===== config.mk =====
export PLATFORM = sky130hd
export DESIGN_NAME = ysyx_exu_trap
export DESIGN_NICKNAME = d
export VERILOG_FILES = /design/src/rtl/ysyx_exu_trap.sv
export SDC_FILE = /design/constraint.sdc
export NUM_CORES = 1
export LEC_CHECK = 0
export BUFFER_PORTS_ARGS = -buffer_cell sky130_fd_sc_hd__buf_4
export CORE_MARGIN = 2
export CORE_UTILIZATION = 30
export CTS_CLUSTER_DIAMETER = 50
export DETAILED_ROUTE_END_ITERATION = 8
export MAX_ROUTING_LAYER = met4
export SYNTH_ARGS = -nofsm -noshare
export SYNTH_HDL_FRONTEND = slang
export SYNTH_SLANG_ARGS = --single-unit

===== constraint.sdc =====
create_clock -name clk -period 5.9 [get_ports clk]
set_clock_uncertainty 0.15 [all_clocks]
set_input_delay 0.59 -clock clk [delete_from_list [all_inputs] [get_ports clk]]
set_output_delay 0.59 -clock clk [all_outputs]
set_load 0.05 [all_outputs]

===== src/rtl/ysyx_exu_trap.sv =====
// ysyx_exu_trap -- trap / mret sequencer between the EXU and the CSR file.
//
// A trap request (ecall, exception, mret, interrupt) is accepted in IDLE.
// The block then spends one COMMIT cycle writing the CSR file and capturing
// the redirect target. After that it stays in REDIRECT until the IFU takes
// the new PC.
//
// Ports
//   clk, rst           clock; synchronous active-high reset
//   req_valid/ready    trap-request handshake from the EXU (ready only in IDLE)
//   req_kind           0 ecall, 1 exception, 2 mret, 3 interrupt
//   req_pc, req_cause  faulting/resume PC and exception/interrupt code
//   mtvec_i, mepc_i, mstatus_i  current CSR values, sampled during COMMIT
//   csr_*              dual-port CSR write request, live only during COMMIT
//   redir_valid/ready, redir_pc  PC redirect handshake to the IFU
//   busy               high whenever a trap is in flight
//
// Configuration macro
//   YSYX_TRAP_VECTORED_EN  when defined, an interrupt with mtvec mode 1
//                          vectors to base + 4*cause. Otherwise every trap
//                          goes to base (direct mode).

`ifndef YSYX_W_WIDTH
`define YSYX_W_WIDTH 32
`endif

module ysyx_exu_trap #(
  parameter int BIT_W = `YSYX_W_WIDTH,
  parameter int R_W   = 12
) (
  input  logic             clk,
  input  logic             rst,
  input  logic             req_valid,
  output logic             req_ready,
  input  logic [1:0]       req_kind,
  input  logic [BIT_W-1:0] req_pc,
  input  logic [BIT_W-1:0] req_cause,
  input  logic [BIT_W-1:0] mtvec_i,
  input  logic [BIT_W-1:0] mepc_i,
  input  logic [BIT_W-1:0] mstatus_i,
  output logic             csr_wen,
  output logic             csr_valid,
  output logic             csr_ecallen,
  output logic [R_W-1:0]   csr_waddr,
  output logic [R_W-1:0]   csr_waddr_add1,
  output logic [BIT_W-1:0] csr_wdata,
  output logic [BIT_W-1:0] csr_wdata_add1,
  output logic             redir_valid,
  input  logic             redir_ready,
  output logic [BIT_W-1:0] redir_pc,
  output logic             busy
);

  localparam logic [1:0] KIND_ECALL = 2'd0;
  localparam logic [1:0] KIND_EXC   = 2'd1;
  localparam logic [1:0] KIND_MRET  = 2'd2;
  localparam logic [1:0] KIND_INTR  = 2'd3;

  localparam logic [R_W-1:0] ADDR_MSTATUS = R_W'(12'h300);
  localparam logic [R_W-1:0] ADDR_MEPC    = R_W'(12'h341);
  localparam logic [R_W-1:0] ADDR_MCAUSE  = R_W'(12'h342);

  typedef enum logic [1:0] {
    IDLE     = 2'd0,
    COMMIT   = 2'd1,
    REDIRECT = 2'd2
  } state_t;

  state_t           state, state_nxt;
  logic [1:0]       kind_q;
  logic [BIT_W-1:0] pc_q;
  logic [BIT_W-1:0] cause_q;
  logic [BIT_W-1:0] redir_pc_q;
  logic [BIT_W-1:0] target;

  // The MSB of the cause is replaced by the interrupt flag. The mtvec mode
  // bits are dropped when vectoring is compiled out.
  logic unused_bits;
  assign unused_bits = ^{cause_q[BIT_W-1], mtvec_i[1:0]};

  // Build the mcause value. An ecall always reports 11. Otherwise the MSB
  // flags whether this is an interrupt.
  function automatic logic [BIT_W-1:0] mcause_of(input logic [1:0]       kind,
                                                 input logic [BIT_W-1:0] cause);
    logic [BIT_W-1:0] r;
    case (kind)
      KIND_ECALL: r = BIT_W'(11);
      KIND_INTR:  r = {1'b1, cause[BIT_W-2:0]};
      default:    r = {1'b0, cause[BIT_W-2:0]};
    endcase
    return r;
  endfunction

  // mret: MIE <- MPIE, MPIE <- 1. All other bits pass through.
  function automatic logic [BIT_W-1:0] mret_mstatus(input logic [BIT_W-1:0] ms);
    logic [BIT_W-1:0] r;
    r    = ms;
    r[3] = ms[7];
    r[7] = 1'b1;
    return r;
  endfunction

  // Redirect target. Mode values 2 and 3 fall back to direct mode.
  function automatic logic [BIT_W-1:0] trap_target(input logic [1:0]       kind,
                                                   input logic [BIT_W-1:0] cause,
                                                   input logic [BIT_W-1:0] mtvec,
                                                   input logic [BIT_W-1:0] mepc);
    logic [BIT_W-1:0] base;
    logic [BIT_W-1:0] r;
    base = {mtvec[BIT_W-1:2], 2'b00};
    r    = base;
    if (kind == KIND_MRET) begin
      r = mepc;
    end
`ifdef YSYX_TRAP_VECTORED_EN
    else if (kind == KIND_INTR && mtvec[1:0] == 2'b01) begin
      // 4*cause modulo 2^BIT_W: the top cause bits shift out.
      r = base + {cause[BIT_W-3:0], 2'b00};
    end
`endif
    return r;
  endfunction

  assign target = trap_target(kind_q, cause_q, mtvec_i, mepc_i);

  // State, request latch and redirect-PC register.
  always_ff @(posedge clk) begin
    if (rst) begin
      state      <= IDLE;
      kind_q     <= 2'd0;
      pc_q       <= '0;
      cause_q    <= '0;
      redir_pc_q <= '0;
    end else begin
      state <= state_nxt;
      if (state == IDLE && req_valid) begin
        kind_q  <= req_kind;
        pc_q    <= req_pc;
        cause_q <= req_cause;
      end
      if (state == COMMIT) begin
        redir_pc_q <= target;
      end
    end
  end

  // Next state and outputs. Reset overrides everything combinationally, so
  // outputs are already quiet during the reset cycle itself.
  always_comb begin
    state_nxt      = state;
    req_ready      = 1'b0;
    csr_wen        = 1'b0;
    csr_valid      = 1'b0;
    csr_ecallen    = 1'b0;
    csr_waddr      = '0;
    csr_waddr_add1 = '0;
    csr_wdata      = '0;
    csr_wdata_add1 = '0;
    redir_valid    = 1'b0;
    redir_pc       = redir_pc_q;
    busy           = (state != IDLE);

    case (state)
      IDLE: begin
        req_ready = 1'b1;
        if (req_valid) state_nxt = COMMIT;
      end
      COMMIT: begin
        csr_wen   = 1'b1;
        csr_valid = 1'b1;
        if (kind_q == KIND_MRET) begin
          csr_waddr = ADDR_MSTATUS;
          csr_wdata = mret_mstatus(mstatus_i);
        end else begin
          csr_ecallen    = 1'b1;
          csr_waddr      = ADDR_MEPC;
          csr_wdata      = {pc_q[BIT_W-1:2], 2'b00};
          csr_waddr_add1 = ADDR_MCAUSE;
          csr_wdata_add1 = mcause_of(kind_q, cause_q);
        end
        state_nxt = REDIRECT;
      end
      REDIRECT: begin
        redir_valid = 1'b1;
        if (redir_ready) state_nxt = IDLE;
      end
      default: state_nxt = IDLE;
    endcase

    if (rst) begin
      state_nxt      = IDLE;
      req_ready      = 1'b1;
      csr_wen        = 1'b0;
      csr_valid      = 1'b0;
      csr_ecallen    = 1'b0;
      csr_waddr      = '0;
      csr_waddr_add1 = '0;
      csr_wdata      = '0;
      csr_wdata_add1 = '0;
      redir_valid    = 1'b0;
      redir_pc       = '0;
      busy           = 1'b0;
    end
  end

endmodule


==> metrics <==
total power 1.74 mW; total setup buffers inserted after CTS 0; Starting Density 30.4%; M1 wire length 6.36 mm; clock-pin slew on the worst setup and hold paths 0.06 ns; Crit Path Category input pin to output port; DR iter-0 viols 211; Max IR drop VDD 0.134 mV; fmax 0.275 GHz; Routed Antenna Nets 0; number of synthesized register bits 97; worst reg2reg endpoint redir_pc_q[15]$_SDFFE_PP0N_; max-slew violation count 0; quantity of gates resized following cts 0; Util after Layout 45.1%; Hold WC Path Type flop to flop; first-pass GRT wire length 21.5 mm; warnings from Yosys 0; H-Tree Depth 3; cts bufs inserted 9; Reg2Reg Depth 5; overall routing resource usage 16.7%; wire length on met3 1.16 mm; Clock Sinks 97; vias per cell 4.49; CTS tree done; Post-DP HPWL 10.4 mm; synth top area cells dfxtp_1 (41%), mux2i_1 (12%), nand2_1 (10%); commonest non-fill, non-tap cell in the layout buf_4; vias 4746; grt ovf 0; Chip Height 130 um; Mean Syn Cell Area 7.88 um^2; flop2flop setup slack 3.21 ns; Pwr Density 245 mW/mm^2; Worst setup EP type output port; Yosys top cell area share 40.5%; highest metal used met4; DRT Pass-1 Iters 6; final period utilization 61.7%; DRC 0; Mapped Area 0.00479 mm^2; Slew @ Worst Pin 0.801 ns; Post-Synthesis Cells 608; CP max FO 70; share of cells above drive strength 1 35.5%; pre-CTS setup slack 2.18 ns; clk root buf clkbuf_16; unrepaired setup endpoints after global routing false; largest net degree at the start of global routing 71; FILL cells 1693; area leader, netlist dfxtp_1; Core Region 0.0158 mm^2; final setup vio count 0; initial antenna violation count 1; final wirelength 14.8 mm; die width 130 um; outcome completed; RD Place Congestion 0.745; num rows 46; worst setup path start rst; number of port buffers 269; final net count 1002; vias in the first global route 4206; Die Footprint 0.0170 mm^2; Final Hold Fails 0; number of I/O pins 292; hold_buf cts 0; worst hold margin 0.298 ns; setup_tns 0 ns; Required @ worst endpoint 5.16 ns; final worst slack 2.26 ns; post-synthesis sequential area ratio 40.5%; Leak 3.20 nW; Skew-Pair Late Insertion Delay 0.34 ns; Reg-to-Reg Start kind_q[0]$_SDFFE_PP0P_; Avg WL per Cell 14.1 um; Worst setup endpoint csr_wdata[0]; met2 WL 7.10 mm; Critical Path AT 2.90 ns; Synth cell types 25; Worst slew margin 46.6%; min cycle time layout 3.64 ns; most frequent cells in the layout buf_4 (276), nand2_1 (128), dfxtp_1 (97); max_cap viols 0; deepest clock path buffer count 2; P&R area growth vs syn 48.5%; Startpoint Class input pin
==> cell families (layout without fill, tap and decap cells) <==
kind of cell    after synthesis  in the layout  share of synthesized area [%]
fa+ha+maj                     2              2                          0.522
simple gates                270            270                           25.3
buf+inv                      80            296                           9.29
flops                        97             97                           40.5
compound gates               99             99                           12.0
mux                          59             59                           12.3
other cells                   1             17                         0.0782
==> area by class of cell <==
class	instances	area, um^2	share of cell area [%]
Clock inverter	5	77.6	1.09
Tap cell	216	270	3.80
Clock buffer	11	253	3.55
Antenna cell	1	2.50	0.0351
Multi-Input combinational cell	446	2490	34.9
Timing Repair Buffer	276	2070	29.1
Inverter	4	15.0	0.211
Sequential cell	97	1940	27.3
==> Yosys cell counts (all sizes together) <==
| master | number |
|---|---|
| nand2 | 128 |
| a211oi | 30 |
| nor2 | 68 |
| ha | 2 |
| buf | 52 |
| or3b | 2 |
| clkbuf | 24 |
| nor3b | 2 |
| a21o | 1 |
| nor2b | 34 |
| conb | 1 |
| inv | 4 |
| mux2i | 59 |
| and3 | 19 |
| and2 | 12 |
| nand3 | 2 |
| dfxtp | 97 |
| or2 | 1 |
| a21oi | 68 |
| nand2b | 1 |
| nor3 | 1 |
==> stage by stage <==
stage	cells	area [um^2]
6_report	1056	7120
5_1_grt	1056	7120
4_1_cts	1055	7120
3_5_place_dp	1039	6790
3_3_place_gp	1039	6790
2_1_floorplan	623	4850
==> where the power goes <==
| part | internal [mW] | total, mW | switching (mW) |
|---|---|---|---|
| logic | 0.156 | 0.374 | 0.218 |
| registers | 0.699 | 0.724 | 0.0250 |
| clock network | 0.393 | 0.645 | 0.252 |
| total | 1.25 | 1.74 | 0.495 |
==> state kept, by name, summed over array words and instances, names as in the netlist <==
signal / count
cause_q: 31
kind_q: 2
redir_pc_q: 32
state: 2
pc_q: 30
==> layer usage <==
metal	global-route usage [%]	vias up
met4	5.82	0
li1	-	2421
met1	19.8	2135
met2	28.5	179
met5	-	-
met3	3.34	11
==> how the worst min path moves through the flow <==
stage	cells past startpoint	to	slack, ns	from
final	2	cause_q[24]$_SDFFE_PP0P_	0.30	cause_q[24]$_SDFFE_PP0P_
after global routing	2	redir_pc_q[1]$_SDFFE_PP0N_	0.32	redir_pc_q[1]$_SDFFE_PP0N_
after CTS	2	cause_q[10]$_SDFFE_PP0P_	0.30	cause_q[10]$_SDFFE_PP0P_
after detailed placement	2	cause_q[10]$_SDFFE_PP0P_	0.29	cause_q[10]$_SDFFE_PP0P_
after global placement	2	redir_pc_q[1]$_SDFFE_PP0N_	0.29	redir_pc_q[1]$_SDFFE_PP0N_
after floorplan	2	redir_pc_q[0]$_SDFFE_PP0N_	0.28	redir_pc_q[0]$_SDFFE_PP0N_
==> worst max-delay path, cell delays in order <==
cell and delay [ns]:
buf_4 0.55, or3b_1 0.61, inv_1 0.53, and3_1 0.36
buf_4 0.19
Power figures use the tool's default switching activity.
